--- config.mk ---
export PLATFORM = sky130hd
export DESIGN_NAME = trajectory_renderer_flat
export DESIGN_NICKNAME = d
export VERILOG_FILES = /design/src/rtl/traj_pkg.sv /design/src/rtl/trajectory_renderer_if.sv /design/src/rtl/traj_point_bank.sv /design/src/rtl/trajectory_renderer.sv /design/src/flat_wrapper.sv
export SDC_FILE = /design/constraint.sdc
export NUM_CORES = 2
export LEC_CHECK = 0
export BUFFER_PORTS_ARGS = -buffer_cell sky130_fd_sc_hd__buf_2
export CORE_MARGIN = 1.5
export CORE_UTILIZATION = 45
export CTS_BUF_LIST = sky130_fd_sc_hd__clkbuf_16
export CTS_CLUSTER_DIAMETER = 80
export CTS_CLUSTER_SIZE = 28
export DETAILED_ROUTE_END_ITERATION = 10
export GPL_ROUTABILITY_DRIVEN = 1
export SLEW_MARGIN = 20
export SYNTH_ARGS = -nofsm -noshare
export SYNTH_HDL_FRONTEND = slang
export SYNTH_SLANG_ARGS = --single-unit
--- constraint.sdc ---
create_clock -name clk_in -period 4.5 [get_ports clk_in]
set_input_delay 0.9 -clock clk_in [delete_from_list [all_inputs] [get_ports clk_in]]
set_output_delay 0.9 -clock clk_in [all_outputs]
set_load 0.1 [all_outputs]
--- src/rtl/traj_pkg.sv ---
`default_nettype none
// ----------------------------------------------------------------------------
// traj_pkg: shared point type, default colour and fade helper. Rev 1.0
// ----------------------------------------------------------------------------
package traj_pkg;

  localparam int          DEF_H_WIDTH       = 11;
  localparam int          DEF_V_WIDTH       = 10;
  localparam logic [23:0] DEFAULT_DOT_COLOR = 24'h00FF00;
  localparam logic [23:0] MIN_OPAQUE_COLOR  = 24'h010101;

  typedef struct packed {
    logic [DEF_H_WIDTH-1:0] x;
    logic [DEF_V_WIDTH-1:0] y;
  } point_t;

  typedef enum logic [0:0] {
    FILL    = 1'b0,
    PENDING = 1'b1
  } wr_state_t;

  // Later points are dimmer; a fully faded colour must stay non-transparent.
  function automatic logic [23:0] fade_color(input logic [23:0] color,
                                             input int idx,
                                             input int num_points);
    int          shift;
    logic [23:0] faded;
    shift = (idx * 4) / num_points;
    faded = {color[23:16] >> shift, color[15:8] >> shift, color[7:0] >> shift};
    if (faded == 24'd0) faded = MIN_OPAQUE_COLOR;
    return faded;
  endfunction

endpackage
`default_nettype wire

--- src/rtl/trajectory_renderer_if.sv ---
`default_nettype none
// ----------------------------------------------------------------------------
// trajectory_renderer_if: point-list valid/ready stream. Rev 1.0
// ----------------------------------------------------------------------------
interface trajectory_renderer_if import traj_pkg::*; #(
  parameter int H_WIDTH = DEF_H_WIDTH,
  parameter int V_WIDTH = DEF_V_WIDTH
) ();

  logic               pt_valid_in;
  logic               pt_ready_out;
  logic [H_WIDTH-1:0] pt_x_in;
  logic [V_WIDTH-1:0] pt_y_in;
  logic               pt_last_in;

  modport master (
    output pt_valid_in, pt_x_in, pt_y_in, pt_last_in,
    input  pt_ready_out
  );

  modport slave (
    input  pt_valid_in, pt_x_in, pt_y_in, pt_last_in,
    output pt_ready_out
  );

endinterface
`default_nettype wire

--- src/rtl/traj_point_bank.sv ---
`default_nettype none
// ----------------------------------------------------------------------------
// traj_point_bank: two point banks; writes go to the back, reads from the front. Rev 1.0
// ----------------------------------------------------------------------------
module traj_point_bank #(
  parameter  int NUM_POINTS = 16,
  parameter  int H_WIDTH    = 11,
  parameter  int V_WIDTH    = 10,
  localparam int IDX_W      = $clog2(NUM_POINTS),
  localparam int CNT_W      = $clog2(NUM_POINTS) + 1
) (
  input  wire                                   clk_in,
  input  wire                                   rst_in,
  input  wire                                   wr_en,
  input  wire  [IDX_W-1:0]                      wr_idx,
  input  wire  [H_WIDTH-1:0]                    wr_x,
  input  wire  [V_WIDTH-1:0]                    wr_y,
  input  wire                                   count_en,
  input  wire  [CNT_W-1:0]                      count_val,
  input  wire                                   swap,
  output logic [NUM_POINTS-1:0][H_WIDTH-1:0]    front_x,
  output logic [NUM_POINTS-1:0][V_WIDTH-1:0]    front_y,
  output logic [CNT_W-1:0]                      front_count
);

  logic [1:0][NUM_POINTS-1:0][H_WIDTH-1:0] mem_x;
  logic [1:0][NUM_POINTS-1:0][V_WIDTH-1:0] mem_y;
  logic [1:0][CNT_W-1:0]                   count;
  logic                                    front_sel;
  logic                                    back_sel;

  assign back_sel = ~front_sel;

  // Coordinates need no reset: a zero count masks every stale entry.
  always_ff @(posedge clk_in) begin
    if (wr_en) begin
      mem_x[back_sel][wr_idx] <= wr_x;
      mem_y[back_sel][wr_idx] <= wr_y;
    end
  end

  always_ff @(posedge clk_in) begin
    if (!rst_in) begin
      count     <= '0;
      front_sel <= 1'b0;
    end else begin
      if (count_en) count[back_sel] <= count_val;
      if (swap)     front_sel       <= ~front_sel;
    end
  end

  assign front_x     = mem_x[front_sel];
  assign front_y     = mem_y[front_sel];
  assign front_count = count[front_sel];

endmodule
`default_nettype wire

--- src/rtl/trajectory_renderer.sv ---
`default_nettype none
// ----------------------------------------------------------------------------
// trajectory_renderer: point list -> 2-cycle per-pixel overlay colour. Rev 1.0
// Optional TRAJ_FADE_EN: later points drawn dimmer.
// ----------------------------------------------------------------------------
module trajectory_renderer import traj_pkg::*; #(
  parameter int          NUM_POINTS = 16,
  parameter int          H_WIDTH    = DEF_H_WIDTH,
  parameter int          V_WIDTH    = DEF_V_WIDTH,
  parameter int          RADIUS     = 2,
  parameter logic [23:0] DOT_COLOR  = DEFAULT_DOT_COLOR
) (
  input  wire                  clk_in,
  input  wire                  rst_in,
  trajectory_renderer_if.slave pt,
  input  wire  [H_WIDTH-1:0]   hcount_in,
  input  wire  [V_WIDTH-1:0]   vcount_in,
  input  wire                  scan_valid_in,
  input  wire                  new_frame_in,
  output logic [23:0]          trajectory_pixel_out,
  output logic                 pixel_valid_out,
  output logic                 overflow_out
);

  localparam int IDX_W = $clog2(NUM_POINTS);
  localparam int CNT_W = $clog2(NUM_POINTS) + 1;
  localparam logic signed [H_WIDTH:0] RAD_H = RADIUS[H_WIDTH:0];
  localparam logic signed [V_WIDTH:0] RAD_V = RADIUS[V_WIDTH:0];

  wr_state_t        state, state_nxt;
  logic             ready, accept, wr_en, count_en, swap;
  logic [CNT_W-1:0] wr_idx;
  logic [CNT_W-1:0] count_val;
  logic             list_full;

  logic [NUM_POINTS-1:0][H_WIDTH-1:0] front_x;
  logic [NUM_POINTS-1:0][V_WIDTH-1:0] front_y;
  logic [CNT_W-1:0]                   front_count;

  assign list_full       = (wr_idx == CNT_W'(NUM_POINTS));
  assign count_val       = list_full ? CNT_W'(NUM_POINTS) : wr_idx + CNT_W'(1);
  assign pt.pt_ready_out = ready;

  always_ff @(posedge clk_in) begin
    if (!rst_in) state <= FILL;
    else         state <= state_nxt;
  end

  // A new_frame pulse only swaps from PENDING, so a list closing in the same
  // cycle waits for the following frame.
  always_comb begin
    state_nxt = state;
    ready     = 1'b0;
    accept    = 1'b0;
    wr_en     = 1'b0;
    count_en  = 1'b0;
    swap      = 1'b0;
    case (state)
      FILL: begin
        ready = 1'b1;
        if (pt.pt_valid_in) begin
          accept = 1'b1;
          wr_en  = !list_full;
          if (pt.pt_last_in) begin
            count_en  = 1'b1;
            state_nxt = PENDING;
          end
        end
      end
      PENDING: begin
        if (new_frame_in) begin
          swap      = 1'b1;
          state_nxt = FILL;
        end
      end
      default: state_nxt = FILL;
    endcase
  end

  always_ff @(posedge clk_in) begin
    if (!rst_in) begin
      wr_idx       <= '0;
      overflow_out <= 1'b0;
    end else if (accept) begin
      if (list_full)          overflow_out <= 1'b1;
      if (pt.pt_last_in)      wr_idx       <= '0;
      else if (!list_full)    wr_idx       <= wr_idx + CNT_W'(1);
    end
  end

  traj_point_bank #(
    .NUM_POINTS (NUM_POINTS),
    .H_WIDTH    (H_WIDTH),
    .V_WIDTH    (V_WIDTH)
  ) u_bank (
    .clk_in      (clk_in),
    .rst_in      (rst_in),
    .wr_en       (wr_en),
    .wr_idx      (wr_idx[IDX_W-1:0]),
    .wr_x        (pt.pt_x_in),
    .wr_y        (pt.pt_y_in),
    .count_en    (count_en),
    .count_val   (count_val),
    .swap        (swap),
    .front_x     (front_x),
    .front_y     (front_y),
    .front_count (front_count)
  );

  logic [NUM_POINTS-1:0]       hit_d, hit_q;
  logic [NUM_POINTS-1:0][23:0] point_color;
  logic [23:0]                 pix_d;
  logic                        s1_valid;

  // One extra sign bit keeps differences from wrapping at the screen edges.
  for (genvar i = 0; i < NUM_POINTS; i++) begin : g_hit
    logic signed [H_WIDTH:0] dx;
    logic signed [V_WIDTH:0] dy;
    assign dx = $signed({1'b0, hcount_in}) - $signed({1'b0, front_x[i]});
    assign dy = $signed({1'b0, vcount_in}) - $signed({1'b0, front_y[i]});
    assign hit_d[i] = (CNT_W'(i) < front_count) &&
                      (dx <= RAD_H) && (dx >= -RAD_H) &&
                      (dy <= RAD_V) && (dy >= -RAD_V);
  end

  for (genvar i = 0; i < NUM_POINTS; i++) begin : g_color
`ifdef TRAJ_FADE_EN
    assign point_color[i] = fade_color(DOT_COLOR, i, NUM_POINTS);
`else
    assign point_color[i] = DOT_COLOR;
`endif
  end

  always_comb begin
    pix_d = 24'd0;
    for (int i = NUM_POINTS - 1; i >= 0; i--) begin
      if (hit_q[i]) pix_d = point_color[i];
    end
  end

  always_ff @(posedge clk_in) begin
    if (!rst_in) begin
      hit_q                <= '0;
      s1_valid             <= 1'b0;
      trajectory_pixel_out <= 24'd0;
      pixel_valid_out      <= 1'b0;
    end else begin
      hit_q                <= hit_d;
      s1_valid             <= scan_valid_in;
      trajectory_pixel_out <= s1_valid ? pix_d : 24'd0;
      pixel_valid_out      <= s1_valid;
    end
  end

endmodule
`default_nettype wire

--- src/flat_wrapper.sv ---
// flat-port wrapper written by rule: the top's interface ports become plain ports
module trajectory_renderer_flat import traj_pkg::*;
#(
  parameter int          NUM_POINTS = 16,
  parameter int          H_WIDTH    = DEF_H_WIDTH,
  parameter int          V_WIDTH    = DEF_V_WIDTH,
  parameter int          RADIUS     = 2,
  parameter logic [23:0] DOT_COLOR  = DEFAULT_DOT_COLOR
)
  (clk_in, rst_in, hcount_in, vcount_in, scan_valid_in, new_frame_in, trajectory_pixel_out, pixel_valid_out, overflow_out, pt_pt_valid_in, pt_pt_x_in, pt_pt_y_in, pt_pt_last_in, pt_pt_ready_out);
  trajectory_renderer_if #(.H_WIDTH(H_WIDTH), .V_WIDTH(V_WIDTH)) pt_i ();
  input  wire clk_in;
  input  wire rst_in;
  input  wire  [H_WIDTH-1:0] hcount_in;
  input  wire  [V_WIDTH-1:0] vcount_in;
  input  wire scan_valid_in;
  input  wire new_frame_in;
  output logic [23:0] trajectory_pixel_out;
  output logic pixel_valid_out;
  output logic overflow_out;
  input wire logic [$bits(pt_i.pt_valid_in)-1:0] pt_pt_valid_in;
  input wire logic [$bits(pt_i.pt_x_in)-1:0] pt_pt_x_in;
  input wire logic [$bits(pt_i.pt_y_in)-1:0] pt_pt_y_in;
  input wire logic [$bits(pt_i.pt_last_in)-1:0] pt_pt_last_in;
  output wire logic [$bits(pt_i.pt_ready_out)-1:0] pt_pt_ready_out;
  assign pt_i.pt_valid_in = pt_pt_valid_in;
  assign pt_i.pt_x_in = pt_pt_x_in;
  assign pt_i.pt_y_in = pt_pt_y_in;
  assign pt_i.pt_last_in = pt_pt_last_in;
  assign pt_pt_ready_out = pt_i.pt_ready_out;
  trajectory_renderer #(.NUM_POINTS(NUM_POINTS), .H_WIDTH(H_WIDTH), .V_WIDTH(V_WIDTH), .RADIUS(RADIUS), .DOT_COLOR(DOT_COLOR)) u_core (.clk_in(clk_in), .rst_in(rst_in), .pt(pt_i), .hcount_in(hcount_in), .vcount_in(vcount_in), .scan_valid_in(scan_valid_in), .new_frame_in(new_frame_in), .trajectory_pixel_out(trajectory_pixel_out), .pixel_valid_out(pixel_valid_out), .overflow_out(overflow_out));
endmodule
* After elaboration in Yosys (flattened, before gate mapping)
Index checks and enable logic that the tools add are counted.
W data, S select, Z words.
** Storage, ports and cells
- Bits in registers :: 732
- Input bits :: 48
** Operators by class
- Reductions and logical operators :: 71
- Bitwise logic cells :: 4
- Add/sub/neg operators :: 33
- Multiplexer cells :: 50
- $lt $le $gt $ge :: 85
- Eq/ne operators :: 2
** Operators with widths (count)
- $mux W176 :: 3
- $mux W160 :: 3
- $bwmux W352 :: 1
- $bwmux W320 :: 1
- $mux W16 :: 16
- $ge A12 B2 Y1 const B :: 16
- $le A12 B3 Y1 const B :: 16
- $sub A11 B11 Y12 :: 16
- $demux W176 S1 :: 1
- $ge A11 B2 Y1 const B :: 16
- $le A11 B3 Y1 const B :: 16
- $sub A10 B10 Y11 :: 16
- $demux W160 S1 :: 1
- $logic_and A1 B1 Y1 :: 66
- $demux W11 S4 :: 1
- $demux W10 S4 :: 1
- $lt A4 B5 Y1 const A :: 8
- $mux W5 :: 6
- $lt A3 B5 Y1 const A :: 4
- $reduce_or A17 Y1 :: 1
- $mux W1 :: 11
- $mux W11 :: 1
- $bwmux W10 :: 1
- $lt A1 B5 Y1 const A :: 2
- other kinds (14) :: 21

* Longest topological paths before layout
- Word-level depth :: 16
- Depth in mapped cells :: 17
- Depth with buffers taken out :: 12

* Modules after synthesis
A second synthesis with hierarchy kept.
** Unflattened totals
- Cells, all modules :: 3729
- Area, all modules :: 43091.3 um^2
** By module, submodules not included
- traj_point_bank :: cells an instance 1143, times used 1, sequential area each 20399.6 um^2, area an instance 24866.3 um^2
- trajectory_renderer :: cells an instance 2586, times used 1, sequential area each 520.5 um^2, area an instance 18225.0 um^2

* Worst setup path before layout
OpenSTA, ideal clock, no wires.
- Path type :: flip-flop to flip-flop
- From :: register u_core.u_bank.front_sel
- To :: register u_core.hit_q[10]
- Library setup time :: 0.079 ns
- Data required time :: 4.421 ns
- Period minus slack after synthesis :: 3.980 ns
- Data arrival time :: 3.901 ns
- Path buffers :: 5
- Path slack :: 0.520 ns
- Stages on the path, launching flop included :: 18
- Path through :: dfxtp_1 buf_4 buf_6 clkbuf_1 clkbuf_1 buf_1 mux2i_1 inv_1 fa_1 nor2b_1 o21ai_0 nand2b_1 a22o_1 nor2_1 xnor2_1 or4_1 or4_1 a22oi_1
** Between the ends
- Longest elaborated chain between the ends :: 8
- Elaborated cells on any way between the ends :: 17
- Classes of those cells :: add/sub (2); order compare (5); mux (6); reduce/logical (4)
** RTL lines
- from (decl) :: line traj_point_bank.sv:29 : logic front_sel;
- from (signal assigned) :: line traj_point_bank.sv:48 : if (swap) front_sel <= ~front_sel;
- $mux W176 (implied by the code) (2 in a row) :: line traj_point_bank.sv:52 : assign front_x = mem_x[front_sel];
- $sub A11 B11 Y12 :: line trajectory_renderer.sv:119 : assign dx = $signed({1'b0, hcount_in}) - $signed({1'b0, front_x[i]});
- $le A12 B3 Y1 :: line trajectory_renderer.sv:122 : (dx <= RAD_H) && (dx >= -RAD_H) &&
- $logic_and A1 B1 Y1 :: line trajectory_renderer.sv:121 : assign hit_d[i] = (CNT_W'(i) < front_count) &&
- $logic_and A1 B1 Y1 (2 in a row) :: line trajectory_renderer.sv:122
- $logic_and A1 B1 Y1 * :: line trajectory_renderer.sv:123 : (dy <= RAD_V) && (dy >= -RAD_V);
- to (signal assigned) :: line trajectory_renderer.sv:148 : hit_q <= hit_d;
- to (decl) :: line trajectory_renderer.sv:110 : logic [NUM_POINTS-1:0] hit_d, hit_q;
Mark *: on every way between the ends. The rest lies on a longest branch, timed or not. The select of a mux whose other input is x is not followed.
A chain may end at the register's enable or synchronous reset.

* Final worst setup path
- From :: register u_core.u_bank.front_sel
- To :: register u_core.hit_q[14]
Same word-level chain as after synthesis.

==> flow_metrics.tcl <==
set metrics [dict create \
    status "complete, but fails checks" \
    violations "DRC" \
    cp-start-kind "flop" \
    synth_flop_cell "edfxtp_1" \
    grtUsageMet2_pct 37.87 \
    layout-drive-gt1-share_pct 9.155 \
    synthCells 3256 \
    synth_compound_area_share_pct 9.375 \
    max_slew_margin_pct 31.80 \
    grt.overflow.total 0 \
    dr.first_iter.drc_count 2037 \
    tightest_slew_ns 1.023 \
    synth_mux_area_share_pct 8.901 \
    synthArstFlopShare_pct 0 \
    clk_latency_ns 0.63 \
    yosys_warnings 0 \
    synth_top_family_by_area "adder cells" \
    place.gp.congestion 0.8978 \
    grtUsageTotal_pct 22.98 \
    postCtsResizedCells 0 \
    netSwitchingFraction_pct 27.50 \
    met1_usage_pct 32.20 \
    wl_mm 106.2 \
    avgSynthCellArea_um2 12.42 \
    ys_ff_latch 709 \
    min_path_cells 2 \
    tritoncts "yes" \
    antenna_left 0 \
    synth_area_leaders "edfxtp_1 50%, ha_1 11%, mux2i_1 7.9%, xnor2_1 2.6%, xor2_1 2.4%" \
    power.total_mw 13.72 \
    io_buffers 58 \
    powerDensity_nw_per_um2 311.0 \
    max-vdd-ir-drop_mv 0.3089 \
    p_seq_share_pct 52.9 \
    post_cts_buffers 0 \
    setup_viol 0 \
    die_h_um 302.8 \
    ys_seq_area_share_pct 51.73 \
    grt_max_degree 34 \
    drt-pass1-iter-count 8 \
    cts_buffer_depth 3 \
    synth_largest_area_cell "edfxtp_1" \
    pwr-share-comb_pct 15.8 \
    antenna_found_initial 6 \
    worstPathMaxFanout 18 \
    synth_edf_count 672 \
    synth.distinct_cells 83 \
    critical_path_class "flop to flop" \
    vias_per_cell 5.900 \
    drv_cap 0 \
    fin_setup_tns_ns 0 \
    whs_ns 0.5240 \
    instances_no_fill 4584 \
    rows 109 \
    first_global_vias 26800 \
    synth_xor_area_share_pct 5.046 \
    drc 8 \
    met3_usage_pct 2.098 \
    rsz0062_at_grt "no" \
    ioPinCount 75 \
    h-tree-depth 2 \
    fmax_mhz 235.0 \
    die_x_um 302.8 \
    cellLeakagePower_nw 15.37 \
    numCtsBuffers 39 \
    core-area_um2 88650 \
    fin_crit_sh_pct 94.54 \
    synth_top_area_share_pct 49.90 \
    p_int_mw 9.947 \
    syn_to_final_growth_pct 9.109 \
    num_vias 27050 \
    n_antenna_cell 0 \
    netlist_area_um2 40440 \
    crit_required_ns 5.03 \
    initial_utilization_pct 45.62 \
    cp-end-kind "flop" \
    cts_hold_buffers 0 \
    clock_skew_ns 0.02786 \
    dpl.hpwl_mm 70.15 \
    r2r_cells 12 \
    final_nets 3809 \
    power.switching_mw 3.774 \
    fin_crit_ns 4.254 \
    cp.arrival_ns 4.79 \
    grt.busiest_layer "met2" \
    cts_num_sinks 709 \
    final_max_slew_viol_count 0 \
    clkTransAtPathRegs_ns 0.10 \
    grt_pass1_wl_mm 158.3 \
    dp_cells 4512 \
    cts_root_buf "clkbuf_16" \
    hp-class "flop to flop" \
    clock_power_share_pct 31.3 \
    wl_per_cell_um 23.17 \
    yosys.area_share.adder_pct 12.10 \
    synthSimpleGateAreaFrac_pct 11.10 \
    dieArea_um2 91670 \
    final-hold-violation-count 0 \
    final_util_pct 49.77 \
]
## critical path, stage by stage (launching register included)
cell and delay, ns:
dfxtp_4 0.70, buf_4 0.37, mux2i_1 0.29, ha_1 0.26
nor2b_1 0.13, o21a_1 0.20, o21a_1 0.19, o21ai_0 0.50
o21ai_0 0.23, o311a_1 0.18, a2111oi_0 0.45, mux2i_1 0.38
a21oi_1 0.26
## final cells by class
cell class,instances,area (µm²)
Fill cell,7667,44520
Sequential cell,709,20920
Multi-Input combinational cell,2401,18930
Tap cell,1165,1458
Timing Repair Buffer,152,1121
Clock buffer,40,1001
Clock inverter,31,371.6
Inverter,86,322.8
## state kept, by name, summed over array words and instances (netlist names)
| register | cells |
|---|---|
| u_core.u_bank.mem_x | 352 |
| u_core.u_bank.front_sel | 1 |
| u_core.u_bank.count | 10 |
| u_core.pixel_valid_out | 1 |
| u_core.u_bank.mem_y | 320 |
| u_core.hit_q | 16 |
| u_core.state | 1 |
| u_core.wr_idx | 5 |
| u_core.trajectory_pixel_out | 1 |
| u_core.overflow_out | 1 |
| u_core.s1_valid | 1 |
## logic make-up after synthesis
| family | count (synthesis) |
|---|---|
| xor+xnor | 233 |
| other cells | 1 |
| buf+inv | 161 |
| flops | 709 |
| compound gates | 567 |
| simple gates | 858 |
| fa+ha+maj | 372 |
| mux | 355 |
## power groups by stage
| stage | sequential (mW) | clock, mW | combinational, mW |
|---|---|---|---|
| 6_report | 7.25 | 4.30 | 2.17 |
| 3_5_place_dp | 7.41 | 0 | 2.14 |
| 2_1_floorplan | 7.40 | 0 | 1.52 |
| 3_3_place_gp | 7.41 | 0 | 2.07 |
| 5_1_grt | 7.26 | 4.60 | 2.38 |
| 4_1_cts | 7.26 | 4.41 | 2.15 |
## cells in the mapped netlist, types with 21 or more instances
library cell	number
nand2_1	104
nand2b_1	47
o21ai_0	117
nor2b_1	82
a21o_1	33
buf_1	29
a21oi_1	132
buf_4	24
o21a_1	42
a211oi_1	23
xnor2_1	120
o21bai_1	21
xor2_1	113
nor4_1	37
mux2_2	37
edfxtp_1	672
or4_1	32
mux2i_1	318
nor2_1	214
or3_1	34
clkbuf_1	21
fa_1	32
dfxtp_1	37
inv_1	86
and2_1	39
nand3_1	61
nor3_1	102
ha_1	340
nand4_1	42
## path summary, 6_finish.rpt
check / startpoint / endpoint / slack (ns)
setup / recovery: u_core.u_bank.front_sel / u_core.hit_q[14] / 0.25
setup reg to reg: u_core.u_bank.front_sel / u_core.hit_q[14] / 0.25
hold / removal: u_core.u_bank.count[1] / u_core.u_bank.count[1] / 0.52
hold reg to reg: u_core.u_bank.count[1] / u_core.u_bank.count[1] / 0.52
## metrics by stage
stage / instance area [µm²] / worst slack, ns
after floorplan: 40500 / 0.5199
after global placement: 42730 / 0.4072
after detailed placement: 42730 / 0.1896
after CTS: 44100 / 0.1721
after global routing: 44120 / 0.1347
final: 44120 / 0.2456
## routing by layer
metal  up-vias  share of wire (%)
li1      12700                  -
met1     13410                 46
met2       768                 46
met3       166                5.2
met4         0                3.0
met5         -                  0
## cell usage in the layout, fill, tap and decap left out, types with 15 or more instances in the layout
master | netlist | routed
a21oi_1 | 132 | 132
clkbuf_16 | 0 | 40
o21a_1 | 42 | 42
buf_2 | 0 | 58
dfxtp_1 | 37 | 36
or2_2 | 19 | 19
o21ai_0 | 117 | 117
edfxtp_1 | 672 | 672
nand3_1 | 61 | 61
conb_1 | 1 | 16
or4_1 | 32 | 32
xor2_1 | 113 | 113
mux2_2 | 37 | 37
and2_1 | 39 | 39
ha_1 | 340 | 340
o21bai_1 | 21 | 21
fa_1 | 32 | 32
nand4_1 | 42 | 42
mux2i_1 | 318 | 318
or3_1 | 34 | 34
buf_4 | 24 | 84
a31oi_1 | 19 | 19
nor3_1 | 102 | 102
nor2_2 | 0 | 15
nor4_1 | 37 | 36
nor2b_1 | 82 | 82
nand2b_1 | 47 | 47
a21o_1 | 33 | 33
inv_1 | 86 | 87
nor2_1 | 214 | 198
a211oi_1 | 23 | 23
xnor2_1 | 120 | 120
nand2_1 | 104 | 104
No activity file was read; power rests on OpenSTA's default activity.
